**config.mk**
```make
export PLATFORM = sky130hd
export DESIGN_NAME = lamp_sqrt_ctrl
export DESIGN_NICKNAME = d
export VERILOG_FILES = /design/src/rtl/lamp_sqrt_ctrl.sv
export SDC_FILE = /design/constraint.sdc
export NUM_CORES = 1
export LEC_CHECK = 0
export CORE_ASPECT_RATIO = 0.8
export CORE_MARGIN = 8
export CORE_UTILIZATION = 49
export DETAILED_ROUTE_END_ITERATION = 12
export PLACE_DENSITY_LB_ADDON = 0.2
export SETUP_SLACK_MARGIN = 0.4
export SYNTH_ARGS = -nofsm -noshare
export SYNTH_HDL_FRONTEND = slang
export SYNTH_SLANG_ARGS = --single-unit
```
**constraint.sdc**
```tcl
create_clock -name clk -period 3.8 [get_ports clk]
set_clock_uncertainty 0.2 [all_clocks]
set_input_delay 0.57 -clock clk [delete_from_list [all_inputs] [get_ports clk]]
set_output_delay 0.57 -clock clk [all_outputs]
set_load 0.01 [all_outputs]
```
**src/rtl/lamp_sqrt_ctrl.sv**
```systemverilog
// Issue/pack controller in front of the square-root core: handles special operands
// locally, issues normal ones to the core and repacks its fixed-point result.
module lamp_sqrt_ctrl #(
    parameter int E_DW = 8,
    parameter int F_DW = 7,
    parameter int BIAS = 127
) (
    input  logic                     clk,
    input  logic                     rst,
    input  logic                     doOp_i,
    input  logic [E_DW+F_DW:0]       op_i,
    input  logic                     invSqrt_i,
    output logic                     busy_o,
    output logic                     doSqrt_o,
    output logic [F_DW:0]            s_o,
    output logic                     is_exp_odd_o,
    output logic                     invSqrt_o,
    input  logic [2*(F_DW+1)-1:0]    core_res_i,
    input  logic                     core_valid_i,
    output logic [E_DW+F_DW:0]       res_o,
    output logic                     valid_o,
    output logic                     invalid_o,
    output logic                     divByZero_o
);
    localparam int W  = 1 + E_DW + F_DW;
    localparam int RW = 2 * (F_DW + 1);
    localparam logic signed [E_DW+1:0] BIAS_X = (E_DW+2)'(BIAS);
    localparam logic [W-1:0] POS_INF = {1'b0, {E_DW{1'b1}}, {F_DW{1'b0}}};
    localparam logic [W-1:0] QNAN    = {1'b0, {E_DW{1'b1}}, 1'b1, {(F_DW-1){1'b0}}};

    typedef enum logic [1:0] {IDLE, ISSUE, WAIT, DONE} state_t;
    state_t state;

    logic                   op_sign, is_zero, exp_max, frac_nz, special;
    logic [E_DW-1:0]        op_exp;
    logic [F_DW-1:0]        op_frac;
    logic signed [E_DW:0]   op_e, e_q;
    logic [W-1:0]           spec_res;
    logic                   spec_inv, spec_dbz;

    always_comb begin
        op_sign  = op_i[W-1];
        op_exp   = op_i[W-2:F_DW];
        op_frac  = op_i[F_DW-1:0];
        is_zero  = (op_exp == '0);
        exp_max  = &op_exp;
        frac_nz  = |op_frac;
        special  = is_zero | exp_max | op_sign;
        op_e     = $signed({1'b0, op_exp}) - $signed((E_DW+1)'(BIAS));
        spec_res = '0;
        spec_inv = 1'b0;
        spec_dbz = 1'b0;
        // zero is tested first so -0 is not treated as a negative operand
        if (is_zero) begin
            spec_res = invSqrt_i ? POS_INF : {op_sign, {(W-1){1'b0}}};
            spec_dbz = invSqrt_i;
        end else if ((exp_max && frac_nz) || op_sign) begin
            spec_res = QNAN;
            spec_inv = 1'b1;
        end else begin
            spec_res = invSqrt_i ? '0 : POS_INF;
        end
    end

    logic [RW-1:0]          norm;
    logic [F_DW-1:0]        frac_t;
    logic                   guard, sticky, rnd_up;
    logic [F_DW:0]          frac_r;
    logic signed [E_DW+1:0] ex, hx, adj_x, cy_x, exp_s;
    logic [W-1:0]           pack_res;

    always_comb begin
        norm   = core_res_i[RW-1] ? core_res_i : (core_res_i << 1);
        frac_t = norm[RW-2 -: F_DW];
        guard  = norm[RW-2-F_DW];
        sticky = |norm[RW-3-F_DW:0];
        rnd_up = guard & (sticky | frac_t[0]);
        frac_r = {1'b0, frac_t} + {{F_DW{1'b0}}, rnd_up};
        ex     = {e_q[E_DW], e_q};
        hx     = ex >>> 1;
        adj_x  = core_res_i[RW-1] ? '0 : '1;
        cy_x   = {{(E_DW+1){1'b0}}, frac_r[F_DW]};
        exp_s  = BIAS_X + (invSqrt_o ? -hx : hx) + adj_x + cy_x;
        pack_res = {1'b0, exp_s[E_DW-1:0], frac_r[F_DW-1:0]};
    end

    always_ff @(posedge clk or negedge rst) begin
        if (!rst) begin
            state        <= IDLE;
            busy_o       <= 1'b0;
            doSqrt_o     <= 1'b0;
            s_o          <= '0;
            is_exp_odd_o <= 1'b0;
            invSqrt_o    <= 1'b0;
            e_q          <= '0;
            res_o        <= '0;
            valid_o      <= 1'b0;
            invalid_o    <= 1'b0;
            divByZero_o  <= 1'b0;
        end else begin
            valid_o <= 1'b0;
            case (state)
                IDLE, DONE: begin
                    state <= IDLE;
                    if (doOp_i) begin
                        invSqrt_o <= invSqrt_i;
                        if (special) begin
                            res_o       <= spec_res;
                            invalid_o   <= spec_inv;
                            divByZero_o <= spec_dbz;
                            valid_o     <= 1'b1;
                            state       <= DONE;
                        end else begin
                            s_o          <= {1'b1, op_frac};
                            e_q          <= op_e;
                            is_exp_odd_o <= op_e[0];
                            doSqrt_o     <= 1'b1;
                            busy_o       <= 1'b1;
                            state        <= ISSUE;
                        end
                    end
                end
                ISSUE, WAIT: begin
                    state <= WAIT;
                    if (core_valid_i) begin
                        doSqrt_o    <= 1'b0;
                        busy_o      <= 1'b0;
                        res_o       <= pack_res;
                        invalid_o   <= 1'b0;
                        divByZero_o <= 1'b0;
                        valid_o     <= 1'b1;
                        state       <= DONE;
                    end
                end
                default: state <= IDLE;
            endcase
        end
    end
endmodule

```
==> flow_summary.toml, run 1 <==
[run_status]
status = "complete, no violations"

[worst_setup_path]
worstSetupEndpointType = "flip-flop"
required_ns = 3.79
critical_path_class = "in -> reg"
rr_worst_depth = 13
cp.arrival_ns = 3.23
setup.worst_path.start_class = "input port"
crit_path_max_fanout = 2
path_common_cell = "inv_1"
path_cells = "clkdlybuf4s50_1, nand3_1, or3_1, ha_1, inv_1, ha_2, inv_1, fa_2, nor2b_2, o31a_1, o21ai_1, and4_1, o32a_1"
crit_path_max_incr_delay_ns = 0.49
critPathSlowestCell = "clkdlybuf4s50_1"

[yosys]
synth.most_common_cell = "dfrtp_1"
synth_edf_count = 0
netlist_area_mm2 = 0.00265
syn-num-nets = 329
ys_seq_area_share_pct = 37.8
synth_common_cells = "dfrtp_1 (40), nand2_1 (28), inv_1 (25)"
postSynthAreaPerCell_um2 = 9.71
synth.top_cells.by_area = "dfrtp_1 (38%), ha_1 (8.5%), nand2_1 (4.0%)"
async_reset_ff_share_pct = 100
ys_seq_elements = 40
synthCells = 273
synth_top_area_share_pct = 37.8
yosysWarnings = 0
synth_top_cell_by_area = "dfrtp_1"
synth.distinct_cells = 57
synth_ff_type = "dfrtp_1"

[sta]
fin_crit_sh_pct = 85.5
hold_violations = 0
period_needed_ns = 3.25
fmaxAchievable_mhz = 308
setup_viol = 0
slew_headroom_pct = 40.0
rsz0062_at_grt = "no"
worstMarginPinSlew_ns = 0.899
fin_ws_ns = 0.552
report.final.slew_viol_count = 0

[job]
drv_cap = 0

[clock_network]
clk_pin_slew_ns = 0.08
cts.sink_count = 40
cts_made_buffers = 5
htreeDepth = 2
clk_latency_ns = 0.29
cts.hold.buffers_added = 0
root_buffer = "clkbuf_8"
clk_path_buf_depth = 2
cts_tree = "yes"

[floorplan]
row_count = 24
chipHeight_um = 81.8
core-area_mm2 = 0.00535
dieArea_mm2 = 0.00804
io-pin-count = 68
fp.dieW_um = 98.2
initial_core_util_pct = 49.6

[routing]
post_drt_wl_per_cell_um = 16.5
drt_iter0_drc = 112
routed_wl_mm = 6.91
dr_total_vias = 2332
drc = 0
viasPerCell = 5.55
drtPass1Iterations = 4
drtAntennaViolNets = 0

[placed_design]
dp_hpwl_mm = 5.31
gp_congestion = 0.862
post-place-ws_ns = -0.247
dp.cells = 410
dpl_cell_area_mm2 = 0.00345
port_buffers = 67

[global_route]
antenna_found_initial = 0
grt_pass1_wl_mm = 11.2
grt_pass1_vias = 2343
grt-ovfl-total = 0
grt_max_degree = 41
grt_use_total_pct = 17.5

[layout]
fin_nets = 411
syn2layout_area_growth_pct = 34.5
multi_input_area_mm2 = 0.00152
stdcell_area_mm2 = 0.00357
drive_above_1_share_pct = 13.8
final_cell_count_no_fill = 420
seq_area_mm2 = 0.00100
fillers = 432
num_antenna_cells = 0

[min_path]
min_path_type = "in -> async"

[power_and_ir_drop]
vdd_drop_max_uv = 333
p_leak_uw = 0.00160
cellPowerDensity_mw_per_mm2 = 893
[cell families after synthesis]
kind of cell               count (synthesis)  share of synthesized area (%)
DFF                                       40                           37.8
muxes                                     16                           6.98
AOI/OAI and AO/OA                         57                           16.1
xor gates and xnor gates                  22                           7.98
and+or+nand+nor                           85                           16.6
adders and majority gates                 19                           9.25
buffers and inverters                     34                           5.38
[path summary, 6_finish.rpt]
| kind | from | end | slack [ns] |
|---|---|---|---|
| worst max-delay path | core_res_i[11] | res_o[13]$_DFFE_PN0P_ | 0.55 |
| worst min-delay path | rst | s_o[4]$_DFFE_PN0P_ | 0.19 |
| worst max register to register | e_q[1]$_DFFE_PN0P_ | res_o[14]$_DFFE_PN0P_ | 0.80 |
| worst min register to register | s_o[7]$_DFFE_PN0P_ | s_o[7]$_DFFE_PN0P_ | 0.27 |
| max in group asynchronous | rst | e_q[6]$_DFFE_PN0P_ | 2.63 |
| min in group clk | s_o[7]$_DFFE_PN0P_ | s_o[7]$_DFFE_PN0P_ | 0.27 |
[where the power goes]
| group | internal [uW] | total (uW) | switching (uW) |
|---|---|---|---|
| combinational | 1110 | 2140 | 1030 |
| sequential | 625 | 776 | 151 |
| clock | 125 | 267 | 142 |
| total | 1860 | 3180 | 1330 |
[layout by cell type (no fill, tap or decap), types with 12 or more instances in the layout]
| cell type | count |
|---|---|
| clkdlybuf4s50_1 | 58 |
| dfrtp_1 | 40 |
| nand2_1 | 28 |
| inv_1 | 25 |
| o21ai_0 | 18 |
| ha_1 | 17 |
| buf_4 | 15 |
| nor2_1 | 12 |
| xnor2_1 | 12 |
| nand3_1 | 12 |
[stage by stage]
step	utilization (%)	hold slack, ns	TNS, ns	power (uW)
2_1_floorplan	-	0.0744	0	2110
3_5_place_dp	64.6	0.258	-0.254	2850
4_1_cts	66.5	0.228	0	3180
6_report	66.7	0.188	0	3180
3_3_place_gp	64.6	0.250	-0.189	2780
5_1_grt	66.7	0.274	0	3460
[timing repair]
item / in CTS / in global routing
gates resized for setup: 12 / 5
setup endpoints to repair: 2 / 2
pin swaps: 5 / 4
setup buffers: 2 / 1
[metal layers]
metal	vias up	global-route usage [%]	wire, um
met3	9	4.83	371
met2	60	30.6	3360
met5	-	0	0
li1	1138	-	-
met4	0	6.26	108
met1	1125	20.6	3070
[cell type report]
cell class                      count  area share (%)
Clock inverter                      1           0.140
Clock buffer                        6            2.03
Multi-Input combinational cell    199            42.7
Timing Repair Buffer               83            22.1
Tap cell                           65            2.28
Sequential cell                    40            28.1
Inverter                           26            2.74
[flip-flops by register name, indices dropped and copies added (netlist names)]
register / cells
divByZero_o: 1
s_o: 8
doSqrt_o: 1
state: 2
e_q: 9
invalid_o: 1
res_o: 16
invSqrt_o: 1
valid_o: 1
[worst max-delay path: cells and delay by family]
family	cells	cell delay, ns
AOI/OAI and AO/OA	3	0.52
adders and majority gates	3	0.77
buffers and inverters	3	0.60
and+or+nand+nor	4	0.76
Note: power is estimated with default switching activity, not from simulation.
==> run 2, diff against run 1 <==
RECOVER_POWER = 100   (was unset)
==> flow_summary.toml, run 2 (synthesis gave the netlist of run 1 again) <==
[run_status]
status = "finished with violations"
violations = "max-capacitance violations, max-slew violations"

[floorplan]
chipHeight_um = 81.8
initial_core_util_pct = 49.6
fp.dieW_um = 98.2
core-area_mm2 = 0.00535
row_count = 24
dieArea_mm2 = 0.00804
io-pin-count = 68

[power_and_ir_drop]
vdd_drop_max_uv = 320
p_leak_uw = 0.00160
cellPowerDensity_mw_per_mm2 = 872

[sta]
fmaxAchievable_mhz = 301
worstMarginPinSlew_ns = 2.13
fin_ws_ns = 0.473
rsz0062_at_grt = "no"
fin_crit_sh_pct = 87.5
setup_viol = 0
tns_ns = 0
hold_violations = 0
report.final.slew_viol_count = 41
slew_headroom_pct = -41.7
period_needed_ns = 3.33

[routing]
drc = 0
viasPerCell = 5.57
drtAntennaViolNets = 0
drtPass1Iterations = 4
dr_total_vias = 2341
post_drt_wl_per_cell_um = 16.4
drt_iter0_drc = 79
routed_wl_mm = 6.90

[job]
drv_cap = 1

[layout]
drive_above_1_share_pct = 11.5
top_register = "res_o"
num_antenna_cells = 0
top_regs = "res_o: 16 flops, e_q: 9 flops, s_o: 8 flops"
final_cell_mix = "dfrtp_1 (40), dlygate4sd3_1 (31), nand2_1 (28), clkdlybuf4s50_1 (27), inv_1 (26)"
final_common_cell = "dfrtp_1"
fin_nets = 411
stdcell_area_mm2 = 0.00353
syn2layout_area_growth_pct = 33.0
final_cell_count_no_fill = 420
largest_register_ffs = 16

[global_route]
grt_max_degree = 41
grt_pass1_vias = 2343
antenna_found_initial = 0
grt_use_total_pct = 17.5
grt-ovfl-total = 0
grt_pass1_wl_mm = 11.2

[min_path]
whs_endpoint = "s_o[7]$_DFFE_PN0P_"
whs_path_depth = 1
min_path_type = "reg -> reg"
min_from = "s_o[7]$_DFFE_PN0P_"

[worst_setup_path]
cp.arrival_ns = 3.29
setup.worst_path.start_class = "flip-flop"
crit_path_max_fanout = 26
rr_worst_depth = 4
rrSetupSlack_ns = 0.47
required_ns = 3.76
r2r_end = "e_q[1]$_DFFE_PN0P_"
rr_startpoint = "state[1]$_DFF_PN0_"
critical_path_class = "reg -> reg"
worstSetupEndpointType = "flip-flop"

[clock_network]
clk_latency_ns = 0.29
cts.hold.buffers_added = 0
cts.sink_count = 40
clk_pin_slew_ns = 0.08
cts_tree = "yes"
htreeDepth = 2
clk_path_buf_depth = 2
cts_made_buffers = 5
root_buffer = "clkbuf_8"

[placed_design]
dp.cells = 410
dp_hpwl_mm = 5.31
gp_congestion = 0.862
dpl_cell_area_mm2 = 0.00345
post-place-ws_ns = -0.247
port_buffers = 67
## run 2: cell types whose count changed in the layout (fill, tap and decap cells not counted), moves of 2 or more
cell	before	now
clkdlybuf4s50_1	58	27
dlygate4sd3_1	0	31
mux2_1	0	2
mux2_4	4	2
## run 2: cell type report
| type | instances | area, um^2 |
|---|---|---|
| fill | 441 | 1820 |
| multi-input combinational | 199 | 1480 |
| sequential | 40 | 1000 |
| timing repair buffer | 83 | 786 |
| inverter | 26 | 97.6 |
| tap | 65 | 81.3 |
| clock buffer | 6 | 72.6 |
| clock inverter | 1 | 5.00 |
## run 2: what timing repair did
item / 4_1_cts / 5_1_grt
setup endpoints to repair: 2 / 2
pin swaps: 5 / 4
resized for setup: 12 / 5
setup buffers: 2 / 1
endpoints found under the hold margin: 0 / 0
## run 2: layer usage
| metal | track usage, % | part of all wire, % | vias to the layer above |
|---|---|---|---|
| met5 | 0 | 0 | - |
| met4 | 6.26 | 1.6 | 0 |
| met3 | 4.83 | 5.1 | 9 |
| met2 | 30.6 | 48 | 54 |
| met1 | 20.6 | 45 | 1140 |
| li1 | - | - | 1138 |
## run 2: critical path, cell delays in order (launching register included)
cell and delay [ns]:
dfrtp_1 0.40, xnor2_1 1.07, nand2_1 0.27, or3_1 0.79, mux2_1 0.46
## run 2: through the flow
stage                     hold slack, ns  total power, uW  util, %
final                              0.262             3070     66.0
after global routing               0.288             3350     66.0
after CTS                          0.228             3180     66.5
after detailed placement           0.258             2850     64.6
after global placement             0.250             2780     64.6
after floorplan                   0.0744             2110        -
## run 2: how the worst max path moves through the flow
stage                                   from                     to  slack (ns)
final                     state[1]$_DFF_PN0_     e_q[1]$_DFFE_PN0P_        0.47
after detailed placement      core_res_i[15]  res_o[13]$_DFFE_PN0P_       -0.25
after CTS                     core_res_i[15]  res_o[13]$_DFFE_PN0P_        0.40
after global routing      state[1]$_DFF_PN0_     e_q[1]$_DFFE_PN0P_        0.31
after global placement        core_res_i[15]  res_o[13]$_DFFE_PN0P_       -0.19
after floorplan               core_res_i[15]  res_o[13]$_DFFE_PN0P_        0.43
## run 2: where the power goes
part           leakage (uW)  switching (uW)  internal (uW)
Combinational       0.00108            1030           1020
Sequential         0.000478             133            625
Clock             0.0000410             143            125
Total               0.00160            1310           1770
==> run 3, diff against run 2 <==
CTS_CLUSTER_SIZE = 14   (was unset)
==> results of run 3 <==
No change in the layout: final DEF, timing and power equal those of run 2.
